### src/rtl/ex_operand_issue_pkg.sv
// Shared ALU control codes, LEGv8 opcode constants and operand helpers for the EX issue stage.
// Latency: none (package: types, constants and pure functions only).
// Backpressure: not applicable.
package ex_operand_issue_pkg;

   // ALU control codes understood by the pipeline ALU.
   typedef enum logic [3:0] {
      ALU_AND          = 4'b0000,
      ALU_OR           = 4'b0001,
      ALU_ADD          = 4'b0010,
      ALU_XOR          = 4'b0011,
      ALU_LSHIFT_LEFT  = 4'b0100,
      ALU_LSHIFT_RIGHT = 4'b0101,
      ALU_SUB          = 4'b0110
   } alu_ctrl_e;

   // Main-control ALUOp encodings.
   localparam logic [1:0] ALUOP_MEM   = 2'b00;
   localparam logic [1:0] ALUOP_CBZ   = 2'b01;
   localparam logic [1:0] ALUOP_RTYPE = 2'b10;
   localparam logic [1:0] ALUOP_RSVD  = 2'b11;

   // 11-bit opcodes (instr[31:21]) decoded under ALUOp 10.
   localparam logic [10:0] OPC_ADD = 11'b10001011000;
   localparam logic [10:0] OPC_SUB = 11'b11001011000;
   localparam logic [10:0] OPC_AND = 11'b10001010000;
   localparam logic [10:0] OPC_ORR = 11'b10101010000;
   localparam logic [10:0] OPC_EOR = 11'b11001010000;
   localparam logic [10:0] OPC_LSL = 11'b11010011011;
   localparam logic [10:0] OPC_LSR = 11'b11010011010;

   // I-type opcodes are only 10 bits wide; bit 21 belongs to the immediate.
   localparam logic [9:0] OPC_ADDI = 10'b1001000100;
   localparam logic [9:0] OPC_SUBI = 10'b1101000100;

   // Forwarding mux select encodings (11 is reserved and behaves as register).
   localparam logic [1:0] FWD_REG   = 2'b00;
   localparam logic [1:0] FWD_MEMWB = 2'b01;
   localparam logic [1:0] FWD_EXMEM = 2'b10;

   // Which immediate field the instruction carries.
   typedef enum logic [1:0] {
      IMM_NONE  = 2'b00,
      IMM_SHAMT = 2'b01,
      IMM_ALU12 = 2'b10,
      IMM_D9    = 2'b11
   } imm_kind_e;

   // Builds the 64-bit immediate from the raw instruction word.
   function automatic logic [63:0] gen_imm(input imm_kind_e kind, input logic [31:0] instr);
      logic [63:0] imm;
      imm = 64'd0;
      case (kind)
         IMM_SHAMT: imm = {58'd0, instr[15:10]};
         IMM_ALU12: imm = {52'd0, instr[21:10]};
         IMM_D9:    imm = {{55{instr[20]}}, instr[20:12]};
         default:   imm = 64'd0;
      endcase
      return imm;
   endfunction

   // Forwarding mux shared by both operand paths.
   function automatic logic [63:0] fwd_pick(input logic [1:0]  sel,
                                            input logic [63:0] reg_val,
                                            input logic [63:0] exmem,
                                            input logic [63:0] memwb);
      logic [63:0] val;
      case (sel)
         FWD_EXMEM: val = exmem;
         FWD_MEMWB: val = memwb;
         default:   val = reg_val;
      endcase
      return val;
   endfunction

endpackage

### src/rtl/ex_operand_issue_alu_ctrl_decode.sv
// ALU control decoder: maps ALUOp and the LEGv8 opcode to an ALU code, immediate kind and illegal flag.
// Latency: purely combinational.
// Backpressure: none; outputs follow inputs.
//
// Ports:
//   aluop    in  2   main-control ALUOp
//   opcode   in  11  instr[31:21]
//   ctrl     out 4   ALU control code
//   imm_sel  out 1   instruction always takes its immediate as operand B (shifts, ADDI/SUBI)
//   illegal  out 1   opcode not decodable under ALUOp 10, or reserved ALUOp
//   imm_kind out 2   which immediate field to extract
module ex_operand_issue_alu_ctrl_decode
   import ex_operand_issue_pkg::*;
(
   input  logic [1:0]  aluop,
   input  logic [10:0] opcode,
   output logic [3:0]  ctrl,
   output logic        imm_sel,
   output logic        illegal,
   output imm_kind_e   imm_kind
);

   always_comb begin
      ctrl     = ALU_ADD;
      imm_sel  = 1'b0;
      illegal  = 1'b0;
      imm_kind = IMM_NONE;
      case (aluop)
         ALUOP_MEM: begin
            // Load/store address: base + sign-extended 9-bit offset.
            ctrl     = ALU_ADD;
            imm_kind = IMM_D9;
         end
         ALUOP_CBZ: begin
            ctrl = ALU_SUB;
         end
         ALUOP_RTYPE: begin
            if (opcode == OPC_ADD) begin
               ctrl = ALU_ADD;
            end else if (opcode == OPC_SUB) begin
               ctrl = ALU_SUB;
            end else if (opcode == OPC_AND) begin
               ctrl = ALU_AND;
            end else if (opcode == OPC_ORR) begin
               ctrl = ALU_OR;
            end else if (opcode == OPC_EOR) begin
               ctrl = ALU_XOR;
            end else if (opcode == OPC_LSL) begin
               ctrl     = ALU_LSHIFT_LEFT;
               imm_sel  = 1'b1;
               imm_kind = IMM_SHAMT;
            end else if (opcode == OPC_LSR) begin
               ctrl     = ALU_LSHIFT_RIGHT;
               imm_sel  = 1'b1;
               imm_kind = IMM_SHAMT;
            end else if (opcode[10:1] == OPC_ADDI) begin
               ctrl     = ALU_ADD;
               imm_sel  = 1'b1;
               imm_kind = IMM_ALU12;
            end else if (opcode[10:1] == OPC_SUBI) begin
               ctrl     = ALU_SUB;
               imm_sel  = 1'b1;
               imm_kind = IMM_ALU12;
            end else begin
               ctrl    = ALU_ADD;
               illegal = 1'b1;
            end
         end
         default: begin
            // Reserved ALUOp: harmless ADD, flagged illegal.
            ctrl    = ALU_ADD;
            illegal = 1'b1;
         end
      endcase
   end

endmodule

### src/rtl/ex_operand_issue.sv
// EX operand issue: ID/EX register for the ALU inputs, immediate select, opcode decode and result forwarding.
// Latency: ID fields reach the ALU one cycle after capture; forward data affects alu_a/alu_b in the same cycle.
// Backpressure: stall holds the ID/EX register, flush loads a bubble (flush wins over stall).
//
// Ports:
//   clk, rst_n                       clock (rising edge), asynchronous active-low reset
//   id_valid/id_instr/id_aluop/
//   id_alusrc/id_rd_a/id_rd_b        decoded instruction and register-file reads from ID
//   stall, flush                     hazard-unit hold / bubble controls
//   fwd_a_sel, fwd_b_sel             forwarding selects: 00 reg, 10 EX/MEM, 01 MEM/WB, 11 reg
//   exmem_result, memwb_result       forwarded results
//   ex_valid, alu_a, alu_b, alu_ctrl ALU drive and EX-stage valid
//   ex_store_data                    forwarded Rt for stores
//   ex_illegal                       undecodable instruction in a valid EX slot
//
// Only DATA_W = 64 is supported; CTRL_W must match the 4-bit ALU code.
module ex_operand_issue
   import ex_operand_issue_pkg::*;
#(
   parameter int DATA_W = 64,
   parameter int CTRL_W = 4
)(
   input  logic              clk,
   input  logic              rst_n,
   input  logic              id_valid,
   input  logic [31:0]       id_instr,
   input  logic [1:0]        id_aluop,
   input  logic              id_alusrc,
   input  logic [DATA_W-1:0] id_rd_a,
   input  logic [DATA_W-1:0] id_rd_b,
   input  logic              stall,
   input  logic              flush,
   input  logic [1:0]        fwd_a_sel,
   input  logic [1:0]        fwd_b_sel,
   input  logic [DATA_W-1:0] exmem_result,
   input  logic [DATA_W-1:0] memwb_result,
   output logic              ex_valid,
   output logic [DATA_W-1:0] alu_a,
   output logic [DATA_W-1:0] alu_b,
   output logic [CTRL_W-1:0] alu_ctrl,
   output logic [DATA_W-1:0] ex_store_data,
   output logic              ex_illegal
);

   // Decoder outputs for the instruction currently in ID.
   logic [3:0] dec_ctrl;
   logic       dec_imm_sel;
   logic       dec_illegal;
   imm_kind_e  dec_imm_kind;

   // ID/EX register.
   logic              valid_q;
   logic [CTRL_W-1:0] ctrl_q;
   logic              illegal_q;
   logic              imm_sel_q;
   logic [DATA_W-1:0] imm_q;
   logic [DATA_W-1:0] ra_q;
   logic [DATA_W-1:0] rb_q;
   logic              cbz_q;

   // Forwarded register operands.
   logic [DATA_W-1:0] fa;
   logic [DATA_W-1:0] fb;

   ex_operand_issue_alu_ctrl_decode u_alu_ctrl_decode (
      .aluop    (id_aluop),
      .opcode   (id_instr[31:21]),
      .ctrl     (dec_ctrl),
      .imm_sel  (dec_imm_sel),
      .illegal  (dec_illegal),
      .imm_kind (dec_imm_kind)
   );

   // Flush clears everything, including data, so a bubble presents the same
   // operand picture as a freshly reset stage.
   always_ff @(posedge clk or negedge rst_n) begin
      if (!rst_n) begin
         valid_q   <= 1'b0;
         ctrl_q    <= CTRL_W'(ALU_ADD);
         illegal_q <= 1'b0;
         imm_sel_q <= 1'b0;
         imm_q     <= '0;
         ra_q      <= '0;
         rb_q      <= '0;
         cbz_q     <= 1'b0;
      end else if (flush) begin
         valid_q   <= 1'b0;
         ctrl_q    <= CTRL_W'(ALU_ADD);
         illegal_q <= 1'b0;
         imm_sel_q <= 1'b0;
         imm_q     <= '0;
         ra_q      <= '0;
         rb_q      <= '0;
         cbz_q     <= 1'b0;
      end else if (!stall) begin
         valid_q   <= id_valid;
         ctrl_q    <= CTRL_W'(dec_ctrl);
         illegal_q <= dec_illegal;
         // Shifts and ADDI/SUBI always use their immediate even if main control
         // left ALUSrc clear.
         imm_sel_q <= id_alusrc | dec_imm_sel;
         imm_q     <= DATA_W'(gen_imm(dec_imm_kind, id_instr));
         ra_q      <= id_rd_a;
         rb_q      <= id_rd_b;
         cbz_q     <= (id_aluop == ALUOP_CBZ);
      end
   end

   // Forwarding is applied after the register so results produced this cycle
   // by MEM/WB reach the ALU without an extra stall.
   assign fa = DATA_W'(fwd_pick(fwd_a_sel, 64'(ra_q), 64'(exmem_result), 64'(memwb_result)));
   assign fb = DATA_W'(fwd_pick(fwd_b_sel, 64'(rb_q), 64'(exmem_result), 64'(memwb_result)));

   // CBZ tests Rt: route it to A and subtract zero so ALU Zero means Rt==0.
   assign alu_a         = cbz_q ? fb : fa;
   assign alu_b         = cbz_q ? '0 : (imm_sel_q ? imm_q : fb);
   assign alu_ctrl      = ctrl_q;
   assign ex_store_data = fb;
   assign ex_valid      = valid_q;
   assign ex_illegal    = illegal_q & valid_q;

endmodule

### config.mk
export PLATFORM = sky130hd
export DESIGN_NAME = ex_operand_issue
export DESIGN_NICKNAME = d
export VERILOG_FILES = /design/src/rtl/ex_operand_issue_pkg.sv /design/src/rtl/ex_operand_issue_alu_ctrl_decode.sv /design/src/rtl/ex_operand_issue.sv
export SDC_FILE = /design/constraint.sdc
export NUM_CORES = 1
export LEC_CHECK = 0
export BUFFER_PORTS_ARGS = -buffer_cell sky130_fd_sc_hd__buf_2
export CORE_AREA = 3 3 193 195
export CTS_BUF_LIST = sky130_fd_sc_hd__clkbuf_4 sky130_fd_sc_hd__clkbuf_8
export DETAILED_ROUTE_END_ITERATION = 7
export DIE_AREA = 0 0 196 198
export PLACE_DENSITY_LB_ADDON = 0.2
export SYNTH_ARGS = -nofsm -noshare
export SYNTH_HDL_FRONTEND = slang
export SYNTH_SLANG_ARGS = --single-unit
### constraint.sdc
create_clock -name clk -period 2.6 [get_ports clk]
set_clock_uncertainty 0.05 [all_clocks]
set_input_delay 0.52 -clock clk [delete_from_list [all_inputs] [get_ports clk]]
set_output_delay 0.52 -clock clk [all_outputs]
set_load 0.005 [all_outputs]
=== Word-level counts from Yosys, hierarchy flattened ===
Index checks and enable logic that the tools add are counted.

* Bits in registers: 200
* Input bits: 300
* Output and inout bits: 198
* Logic and storage cells: 93

* Equality and inequality tests: 19
* Muxes and demuxes: 62
* Bitwise gates (word level): 2
* Reduce and logical (&&, ||, !) cells: 2

{| class="wikitable"
|+ Operators by type and width
! cell !! count
|-
| 64-bit two-way mux || 9
|-
| 64-bit one-hot mux with 2 select lines || 2
|-
| 64-bit one-hot mux with 3 select lines || 1
|-
| 11-bit == test (second input constant) || 7
|-
| 4-bit two-way mux || 10
|-
| 1-bit two-way mux || 27
|-
| 10-bit == test (second input constant) || 2
|-
| 2-bit two-way mux || 9
|-
| 2-bit == test (second input constant) || 5
|-
| 2-bit by 1-bit == test with 1-bit output (second input constant) || 4
|-
| 4-bit one-hot mux with 2 select lines || 1
|-
| 2-bit one-hot mux with 2 select lines || 1
|-
| 3-bit two-way mux || 1
|-
| 2-bit zero test || 1
|-
| 2-bit by 1-bit inequality test with 1-bit output (second input constant) || 1
|-
| 1-bit one-hot mux with 2 select lines || 1
|-
| 2-bit OR reduction || 1
|-
| 1-bit AND || 1
|-
| 1-bit OR || 1
|}

=== Depth between registers and ports, before layout ===
Gate-level depths: netlist (run 1).

* Word-level depth: 15
* Depth in mapped cells: 9
* Gate-level depth less buffers: 6

=== Modules after synthesis ===
Synthesis (run 1) repeated with hierarchy kept, for this count alone.

* Cell total of the unflattened synthesis: 1180
* Area, all modules: 10526.3 sq um

{| class="wikitable"
|+ By module, submodules not included
! module !! instances !! cells each !! area an instance (sq um) !! sequential area each (sq um)
|-
| ex_operand_issue || 1 || 1139 || 10207.3 || 3729.8
|-
| ex_operand_issue_alu_ctrl_decode || 1 || 41 || 319.1 || 0.0
|}

=== Worst setup path after synthesis (run 1) ===
No wires, ideal clock.

* Path type: input-to-output
* From: input port fwd_b_sel[0]
* To: output port alu_b[57]
* Data arrival time: 1.699 ns
* Setup slack: 0.331 ns
* Stages: 8
* Cell sequence: inv_1 -> ha_1 -> buf_2 -> buf_2 -> buf_2 -> nand2_1 -> o21ai_0 -> o21a_1

* Cells in the longest elaborated chain, start to end: 4

{| class="wikitable"
|+ RTL lines
! what !! RTL line !! RTL
|-
| start: declaration || ex_operand_issue.sv:34 || <nowiki>input logic [1:0] fwd_b_sel,</nowiki>
|-
| 2-bit by 1-bit == test with 1-bit output / 2-bit == test (equally long branches) || ex_operand_issue_pkg.sv:68 || <nowiki>case (sel)</nowiki>
|-
| 64-bit one-hot mux with 2 select lines * || ex_operand_issue_pkg.sv:68 ||
|-
| named net ex_store_data[57] || ex_operand_issue.sv:41 || <nowiki>output logic [DATA_W-1:0] ex_store_data,</nowiki>
|-
| 64-bit two-way mux * (2 in series) || ex_operand_issue.sv:116 || <nowiki>assign alu_b = cbz_q ? '0 : (imm_sel_q ? imm_q : fb);</nowiki>
|-
| end: declaration || ex_operand_issue.sv:39 || <nowiki>output logic [DATA_W-1:0] alu_b,</nowiki>
|}

Mark *: on every way through the listed nets, which the timed path passes. The rest lies on a longest branch.

=== Worst setup path in the final report (run 1) ===
* From: input port fwd_b_sel[1]
* To: output port alu_a[39]

* Cells in the longest elaborated chain, start to end: 3

{| class="wikitable"
|+ RTL lines
! what !! RTL line !! RTL
|-
| 2-bit by 1-bit == test with 1-bit output / 2-bit == test (equally long branches) || ex_operand_issue_pkg.sv:68 ||
|-
| 64-bit one-hot mux with 2 select lines * || ex_operand_issue_pkg.sv:68 ||
|-
| 64-bit two-way mux * || ex_operand_issue.sv:115 || <nowiki>assign alu_a = cbz_q ? fb : fa;</nowiki>
|-
| end: declaration || ex_operand_issue.sv:38 || <nowiki>output logic [DATA_W-1:0] alu_a,</nowiki>
|}

Every way passes the cells marked *; elsewhere a longest branch is shown, timed or not.

==> impl_metrics.xml, run 1 <==
<?xml version="1.0" encoding="UTF-8"?>
<metrics>
  <group name="synth">
    <metric name="synth_area_per_cell" unit="µm²">8.11</metric>
    <metric name="synth_area" unit="µm²">9930</metric>
    <metric name="synth.yosys.seq_area_share" unit="">0.373</metric>
    <metric name="synth_cell_type_count" unit="">47</metric>
    <metric name="synth_area_leader_cell" unit="">sky130_fd_sc_hd__dfrtp_1</metric>
    <metric name="syn-instance-count" unit="">1224</metric>
    <metric name="yosys_register_bits" unit="">148</metric>
    <metric name="mappedNetlistNets" unit="">1531</metric>
    <metric name="synth_edf_count" unit="">0</metric>
    <metric name="post_synth_main_area_contributors" unit="">sky130_fd_sc_hd__dfrtp_1 37%, sky130_fd_sc_hd__mux2i_1 14%, sky130_fd_sc_hd__a22oi_1 9.8%</metric>
    <metric name="synth-main-ff-cell" unit="">sky130_fd_sc_hd__dfrtp_1</metric>
    <metric name="async_reset_ff_frac" unit="">1.00</metric>
    <metric name="total_number_of_yosys_warnings" unit="">0</metric>
    <metric name="yosysTopAreaCellShare" unit="">0.370</metric>
  </group>
  <group name="worst_setup_path">
    <metric name="critPathMaxFanout" unit="">15</metric>
    <metric name="worst_ep_arrival_time" unit="ns">1.96</metric>
    <metric name="critical_path_class" unit="">in2out</metric>
    <metric name="crit_required" unit="ns">2.03</metric>
    <metric name="cp-startpoint" unit="">fwd_b_sel[1]</metric>
    <metric name="worstRegToRegCells" unit="">3</metric>
    <metric name="rr_startpoint" unit="">imm_sel_q$_DFFE_PN0P_</metric>
    <metric name="crit_path_end_kind" unit="">output pin</metric>
    <metric name="cp-endpoint" unit="">alu_a[39]</metric>
    <metric name="setup.reg_to_reg.worst_slack" unit="ns">1.41</metric>
    <metric name="worst_setup_path_start_kind" unit="">input pin</metric>
    <metric name="regToRegEndpoint" unit="">imm_sel_q$_DFFE_PN0P_</metric>
  </group>
  <group name="layout">
    <metric name="layout.cells.non_filler" unit="">2194</metric>
    <metric name="fin_util" unit="">0.397</metric>
    <metric name="area.sequential" unit="µm²">3710</metric>
    <metric name="filler_cell_count_in_the_final_layout" unit="">3764</metric>
    <metric name="most-common-layout-cells" unit="">483 x sky130_fd_sc_hd__buf_2, 219 x sky130_fd_sc_hd__nor2_1, 145 x sky130_fd_sc_hd__dfrtp_1</metric>
    <metric name="layout.nets" unit="">2018</metric>
    <metric name="syn2layout_area_growth" unit="%">42.2</metric>
    <metric name="multi_input_area" unit="µm²">5790</metric>
    <metric name="most_frequent_standard_cell_in_the_layout_excluding_fill_and_tap_cells" unit="">sky130_fd_sc_hd__buf_2</metric>
    <metric name="final_layout_size_suffix_gt1_frac" unit="">0.376</metric>
  </group>
  <group name="placed_design">
    <metric name="dp_cells" unit="">2143</metric>
    <metric name="gp_routability_congestion" unit="">0.878</metric>
    <metric name="detailed_place_hpwl" unit="µm">30800</metric>
    <metric name="port_buffers" unit="">486</metric>
    <metric name="post-place-ws" unit="ns">-0.126</metric>
  </group>
  <group name="floorplan">
    <metric name="row_count" unit="">69</metric>
    <metric name="floorplan.core_area" unit="µm²">35600</metric>
    <metric name="floorplan.die.width" unit="µm">196</metric>
    <metric name="io_pins" unit="">498</metric>
    <metric name="die-area" unit="µm²">38800</metric>
    <metric name="initial_utilization" unit="">0.279</metric>
    <metric name="dieHeight" unit="µm">198</metric>
  </group>
  <group name="timing">
    <metric name="final_max_slew_viol_count" unit="">0</metric>
    <metric name="timing.final.crit_share" unit="">0.971</metric>
    <metric name="report.final.hold_viol_count" unit="">0</metric>
    <metric name="rsz_0062_raised_after_global_routing" unit="">yes</metric>
    <metric name="final_critical_path_setup_slack" unit="ns">0.0743</metric>
    <metric name="fmaxAchievable" unit="MHz">396</metric>
    <metric name="finalSetupViolations" unit="">0</metric>
    <metric name="worstMarginPinSlew" unit="ns">0.603</metric>
    <metric name="relSlewSlack" unit="">0.598</metric>
    <metric name="period_needed" unit="ns">2.53</metric>
  </group>
  <group name="drt">
    <metric name="routed_via_density" unit="">5.01</metric>
    <metric name="ant_nets" unit="">0</metric>
    <metric name="detailroute.via_count" unit="">11000</metric>
    <metric name="drc" unit="">0</metric>
    <metric name="drt_first_pass_iters" unit="">5</metric>
    <metric name="drt-wirelength-per-cell" unit="µm">18.9</metric>
    <metric name="detail_route.wirelength" unit="µm">41500</metric>
    <metric name="drtIter0Drc" unit="">550</metric>
  </group>
  <group name="clocking">
    <metric name="cts.sinks" unit="">148</metric>
    <metric name="clock_tree.buffer_depth" unit="">2</metric>
    <metric name="tritoncts_clock_tree" unit="">yes</metric>
    <metric name="root_buffer" unit="">sky130_fd_sc_hd__clkbuf_8</metric>
    <metric name="htreeDepth" unit="">4</metric>
    <metric name="clkLatencyLatePin" unit="ns">0.45</metric>
    <metric name="cts-buffers-inserted" unit="">17</metric>
    <metric name="path_clk_slew" unit="ns">0.09</metric>
  </group>
  <group name="grt">
    <metric name="grt_pass1_wl" unit="µm">62200</metric>
    <metric name="first_global_vias" unit="">10900</metric>
    <metric name="number_of_antenna_violations_at_the_first_check_in_global_routing" unit="">10</metric>
    <metric name="grt_start_max_net_pins" unit="">78</metric>
    <metric name="global_route_congestion_overflow_total" unit="">0</metric>
    <metric name="grt_use_total" unit="">0.203</metric>
  </group>
  <group name="power_and_ir_drop">
    <metric name="power_per_cell_area" unit="nW/µm²">456</metric>
    <metric name="power.ir.vdd_worst" unit="V">0.000242</metric>
    <metric name="power_leakage" unit="µW">0.00716</metric>
  </group>
  <group name="flow_run">
    <metric name="maxCapViolations" unit="">0</metric>
  </group>
  <group name="worst_hold_path">
    <metric name="holdCritPathClass" unit="">in2reg</metric>
    <metric name="min_path_cells" unit="">2</metric>
  </group>
  <group name="run_status">
    <metric name="run_status" unit="">complete, no violations</metric>
  </group>
</metrics>
==> metal layers <==
metal  part of all wire  routed length [µm]  global-route usage  up-vias
met2               0.48               20100               0.336      398
met5            0.00017                   7                   0        -
met4              0.023                 947              0.0729        2
li1                   -                   -                   -     5319
met1               0.43               18000               0.266     5227
met3              0.057                2370              0.0362       50
==> what timing repair did <==
action / CTS / global route
gates resized for setup: 5 / 54
cloned: 0 / 3
hold endpoints to repair: 41 / 0
setup endpoints to repair: 7 / 83
hold buffers: 1 / 0
buffers inserted: 0 / 6
pin swaps: 0 / 2
==> worst min path at each step <==
| stage | to | startpoint | slack (ns) |
|---|---|---|---|
| final | imm_q[2]$_DFFE_PN0P_ | id_instr[12] | 0.24 |
| after global routing | imm_q[0]$_DFFE_PN0P_ | id_instr[10] | 0.19 |
| after CTS | imm_q[1]$_DFFE_PN0P_ | id_instr[11] | 0.18 |
| after detailed placement | alu_ctrl[1]$_DFFE_PN1P_ | alu_ctrl[1]$_DFFE_PN1P_ | 0.44 |
| after global placement | alu_ctrl[1]$_DFFE_PN1P_ | alu_ctrl[1]$_DFFE_PN1P_ | 0.44 |
| after floorplan | alu_ctrl[0]$_DFFE_PN0P_ | rst_n | 0.17 |
==> worst max-delay path, stage by stage <==
cell and delay [ns]:
sky130_fd_sc_hd__buf_2 0.12, sky130_fd_sc_hd__inv_1 0.07, sky130_fd_sc_hd__ha_4 0.18, sky130_fd_sc_hd__buf_12 0.15, sky130_fd_sc_hd__buf_4 0.17, sky130_fd_sc_hd__a22oi_2 0.17
sky130_fd_sc_hd__o21ai_1 0.07, sky130_fd_sc_hd__buf_4 0.14, sky130_fd_sc_hd__nand2_1 0.05, sky130_fd_sc_hd__o21ai_0 0.12, sky130_fd_sc_hd__buf_2 0.16
==> registers in the layout (all words and copies together) (netlist names) <==
register	flops
ex_valid	1
ra_q	64
imm_q	13
cbz_q	1
illegal_q	1
rb_q	64
alu_ctrl	3
imm_sel_q	1
==> final cells by class <==
cell class / instances / area share
Antenna cell: 9 / 0.00160
Clock buffer: 19 / 0.0176
Clock inverter: 13 / 0.00957
Inverter: 10 / 0.00266
Multi-Input combinational cell: 947 / 0.410
Sequential cell: 148 / 0.263
Tap cell: 461 / 0.0409
Timing Repair Buffer: 587 / 0.255
==> report_power, final <==
part	internal, µW	switching (µW)	leakage (µW)
Sequential	2420	77.7	0.00196
Combinational	982	1120	0.00501
Clock	870	967	0.000185
Total	4280	2160	0.00716
==> cell families after synthesis <==
kind of cell               count (synthesis)  synth area share
AOI/OAI and AO/OA                        408             0.260
xor gates and xnor gates                   1          0.000882
adders and majority gates                  7           0.00882
buffers and inverters                    129            0.0548
DFF                                      148             0.373
muxes                                    142             0.143
other                                      1          0.000378
and+or+nand+nor                          388             0.159
==> synth_stat cells, types with 2 or more instances <==
| library cell | number |
|---|---|
| sky130_fd_sc_hd__o21ai_0 | 122 |
| sky130_fd_sc_hd__nor2b_1 | 6 |
| sky130_fd_sc_hd__inv_1 | 9 |
| sky130_fd_sc_hd__o2bb2ai_1 | 6 |
| sky130_fd_sc_hd__buf_2 | 45 |
| sky130_fd_sc_hd__mux2i_1 | 142 |
| sky130_fd_sc_hd__o21a_1 | 53 |
| sky130_fd_sc_hd__and3_2 | 2 |
| sky130_fd_sc_hd__clkbuf_1 | 60 |
| sky130_fd_sc_hd__dfrtp_1 | 147 |
| sky130_fd_sc_hd__a221oi_1 | 3 |
| sky130_fd_sc_hd__ha_1 | 7 |
| sky130_fd_sc_hd__nor2_1 | 219 |
| sky130_fd_sc_hd__nor3_1 | 6 |
| sky130_fd_sc_hd__a22oi_1 | 129 |
| sky130_fd_sc_hd__o21ai_1 | 9 |
| sky130_fd_sc_hd__buf_1 | 13 |
| sky130_fd_sc_hd__a21oi_1 | 76 |
| sky130_fd_sc_hd__nand2_1 | 141 |
| sky130_fd_sc_hd__a31oi_1 | 2 |
==> metrics by stage <==
step	TNS [ns]	total power [µW]	hold slack [ns]	area, µm²
after global placement	-0.294	4570	0.440	13500
final	0	6440	0.236	14100
after CTS	0	6470	0.180	13900
after global routing	-0.0532	6850	0.195	14100
after floorplan	0	3480	0.174	9930
after detailed placement	-0.207	4580	0.444	13500
Power figures use the tool's default switching activity.
==> inputs of run 2 (changes only) <==
--- a/config.mk
+++ b/config.mk
@@ -5,11 +5,11 @@
 export SDC_FILE = /design/constraint.sdc
 export NUM_CORES = 1
 export LEC_CHECK = 0
-export BUFFER_PORTS_ARGS = -buffer_cell sky130_fd_sc_hd__buf_2
 export CORE_AREA = 3 3 193 195
 export CTS_BUF_LIST = sky130_fd_sc_hd__clkbuf_4 sky130_fd_sc_hd__clkbuf_8
 export DETAILED_ROUTE_END_ITERATION = 7
 export DIE_AREA = 0 0 196 198
+export DONT_BUFFER_PORTS = 1
 export PLACE_DENSITY_LB_ADDON = 0.2
 export SYNTH_ARGS = -nofsm -noshare
 export SYNTH_HDL_FRONTEND = slang
==> run 2 against run 1 <==
- non-clock buffer count decreased by 481
- sequential power about the same
- global-route usage decreased by 1.3 points
- the run now ends with negative hold slack left
- combinational power decreased by 34%
- sequential share of layout area increased by 6.1 points
- via count decreased by 16%
- routed wire length decreased by 7.1%
- design area decreased by 19%
- worst setup slack improved by 0.029 ns
- utilization decreased by 7.5 points
- power decreased by 11%
==> impl_metrics.xml, run 2 (synthesis results as in run 1) <==
<?xml version="1.0" encoding="UTF-8"?>
<metrics>
  <group name="worst_setup_path">
    <metric name="worst_setup_path_start_kind" unit="">input pin</metric>
    <metric name="critPathMaxFanout" unit="">23</metric>
    <metric name="crit_required" unit="ns">2.03</metric>
    <metric name="path_cells" unit="">inv_1, ha_2, buf_12, buf_12, a22oi_1, o21ai_0, nand2_1, o21ai_0</metric>
    <metric name="critical_path_class" unit="">in2out</metric>
    <metric name="worst_ep_arrival_time" unit="ns">1.93</metric>
    <metric name="crit_path_end_kind" unit="">output pin</metric>
    <metric name="crit_slowest_cell" unit="">sky130_fd_sc_hd__o21ai_0</metric>
    <metric name="worst_path_largest_cell_delay" unit="ns">0.38</metric>
  </group>
  <group name="floorplan">
    <metric name="row_count" unit="">69</metric>
    <metric name="initial_utilization" unit="">0.279</metric>
    <metric name="io_pins" unit="">498</metric>
    <metric name="dieHeight" unit="µm">198</metric>
    <metric name="floorplan.core_area" unit="µm²">35600</metric>
    <metric name="die-area" unit="µm²">38800</metric>
    <metric name="floorplan.die.width" unit="µm">196</metric>
  </group>
  <group name="drt">
    <metric name="drt_first_pass_iters" unit="">5</metric>
    <metric name="drc" unit="">0</metric>
    <metric name="routed_via_density" unit="">5.42</metric>
    <metric name="detail_route.wirelength" unit="µm">38500</metric>
    <metric name="detailroute.via_count" unit="">9238</metric>
    <metric name="ant_nets" unit="">0</metric>
    <metric name="drtIter0Drc" unit="">501</metric>
    <metric name="drt-wirelength-per-cell" unit="µm">22.6</metric>
  </group>
  <group name="grt">
    <metric name="grt_pass1_wl" unit="µm">57200</metric>
    <metric name="grt_use_total" unit="">0.190</metric>
    <metric name="global_route_congestion_overflow_total" unit="">0</metric>
    <metric name="number_of_antenna_violations_at_the_first_check_in_global_routing" unit="">0</metric>
    <metric name="first_global_vias" unit="">9124</metric>
    <metric name="grt_start_max_net_pins" unit="">165</metric>
  </group>
  <group name="timing">
    <metric name="timing.setup.tns" unit="ns">0</metric>
    <metric name="report.final.hold_viol_count" unit="">148</metric>
    <metric name="worstMarginPinSlew" unit="ns">0.642</metric>
    <metric name="finalSetupViolations" unit="">0</metric>
    <metric name="fmaxAchievable" unit="MHz">401</metric>
    <metric name="relSlewSlack" unit="">0.568</metric>
    <metric name="rsz_0062_raised_after_global_routing" unit="">no</metric>
    <metric name="period_needed" unit="ns">2.50</metric>
    <metric name="timing.final.crit_share" unit="">0.960</metric>
    <metric name="final_max_slew_viol_count" unit="">0</metric>
    <metric name="hold-worst-slack" unit="ns">-0.323</metric>
  </group>
  <group name="run_status">
    <metric name="run_status" unit="">complete, but fails checks</metric>
    <metric name="violated_checks" unit="">negative hold slack</metric>
  </group>
  <group name="clocking">
    <metric name="clock_tree.buffer_depth" unit="">2</metric>
    <metric name="path_clk_slew" unit="ns">0.09</metric>
    <metric name="tritoncts_clock_tree" unit="">yes</metric>
    <metric name="root_buffer" unit="">sky130_fd_sc_hd__clkbuf_8</metric>
    <metric name="htreeDepth" unit="">4</metric>
    <metric name="cts.sinks" unit="">148</metric>
    <metric name="cts-buffers-inserted" unit="">17</metric>
    <metric name="clkLatencyLatePin" unit="ns">0.47</metric>
    <metric name="post-cts-setup-buffers" unit="">0</metric>
  </group>
  <group name="layout">
    <metric name="most_frequent_standard_cell_in_the_layout_excluding_fill_and_tap_cells" unit="">sky130_fd_sc_hd__nor2_1</metric>
    <metric name="layout.nets" unit="">1537</metric>
    <metric name="syn2layout_area_growth" unit="%">15.2</metric>
    <metric name="most-common-layout-cells" unit="">219 x sky130_fd_sc_hd__nor2_1, 145 x sky130_fd_sc_hd__dfrtp_1, 142 x sky130_fd_sc_hd__mux2i_1</metric>
    <metric name="largestRegisters" unit="">ra_q: 64 flops, rb_q: 64 flops, imm_q: 13 flops</metric>
    <metric name="final_layout_size_suffix_gt1_frac" unit="">0.124</metric>
    <metric name="n_antenna_cell" unit="">0</metric>
  </group>
  <group name="placed_design">
    <metric name="port_buffers" unit="">0</metric>
    <metric name="detailed_place_hpwl" unit="µm">26900</metric>
    <metric name="gp_routability_congestion" unit="">0.813</metric>
  </group>
  <group name="flow_run">
    <metric name="maxCapViolations" unit="">0</metric>
  </group>
  <group name="power_and_ir_drop">
    <metric name="power.ir.vdd_worst" unit="V">0.000262</metric>
    <metric name="power_leakage" unit="µW">0.00502</metric>
    <metric name="total_power" unit="µW">5740</metric>
    <metric name="power_per_cell_area" unit="nW/µm²">501</metric>
  </group>
  <group name="worst_hold_path">
    <metric name="holdCritPathClass" unit="">in2async</metric>
  </group>
</metrics>
[run 2: path summary, 6_finish.rpt]
kind	startpoint	endpoint	slack [ns]	cells after the start
setup / recovery	fwd_b_sel[1]	alu_a[57]	0.10	8
hold reg to reg	alu_ctrl[1]$_DFFE_PN1P_	alu_ctrl[1]$_DFFE_PN1P_	0.48	2
setup reg to reg	imm_sel_q$_DFFE_PN0P_	imm_sel_q$_DFFE_PN0P_	1.14	3
min in group clk	flush	rb_q[8]$_DFFE_PN0P_	0.07	1
hold / removal	rst_n	ra_q[34]$_DFFE_PN0P_	-0.32	0
max in group asynchronous	rst_n	alu_ctrl[1]$_DFFE_PN1P_	2.54	0
[run 2: final cells by class]
| cell class | instances | area, µm² |
|---|---|---|
| Fill cell | 3809 | 24100 |
| Inverter | 10 | 37.5 |
| Timing Repair Buffer | 106 | 1010 |
| Multi-Input combinational cell | 947 | 5720 |
| Tap cell | 461 | 577 |
| Clock inverter | 8 | 104 |
| Clock buffer | 23 | 285 |
| Sequential cell | 148 | 3710 |
[run 2: worst max-delay path, delay by kind of cell]
| kind | cells | cell delay [ns] |
|---|---|---|
| AOI/OAI and AO/OA | 3 | 0.63 |
| buffers and inverters | 3 | 0.39 |
| adders and majority gates | 1 | 0.27 |
| and+or+nand+nor | 1 | 0.09 |
[run 2: power breakdown]
| part | internal (µW) | switching, µW | total, µW | leakage (µW) |
|---|---|---|---|---|
| clock network | 927 | 928 | 1850 | 0.000201 |
| registers | 2420 | 72.9 | 2500 | 0.00196 |
| logic | 604 | 782 | 1390 | 0.00285 |
[run 2: repair_timing]
action                                  CTS  global route
endpoints found under the setup margin    0             4
resized for setup                         0             4
endpoints found under the hold margin   148           148
[run 2: layer usage]
metal  vias up  global-route usage  part of all wire
met5         -                   0                 0
met4         0              0.0623             0.021
met3        39              0.0543             0.081
met2       392               0.312              0.48
met1      4465               0.240              0.41
li1       4342                   -                 -
[run 2: through the flow]
step / utilization / setup slack (ns) / hold slack [ns] / instances / instance area [µm²]
after floorplan: - / 0.331 / 0.174 / 1224 / 9930
after global placement: 0.311 / 0.0416 / 0.178 / 1672 / 11100
after detailed placement: 0.311 / 0.0828 / 0.180 / 1672 / 11100
after CTS: 0.322 / 0.0688 / -0.381 / 1703 / 11400
final: 0.322 / 0.103 / -0.323 / 1703 / 11400
after global routing: 0.322 / 0.00540 / -0.385 / 1703 / 11400
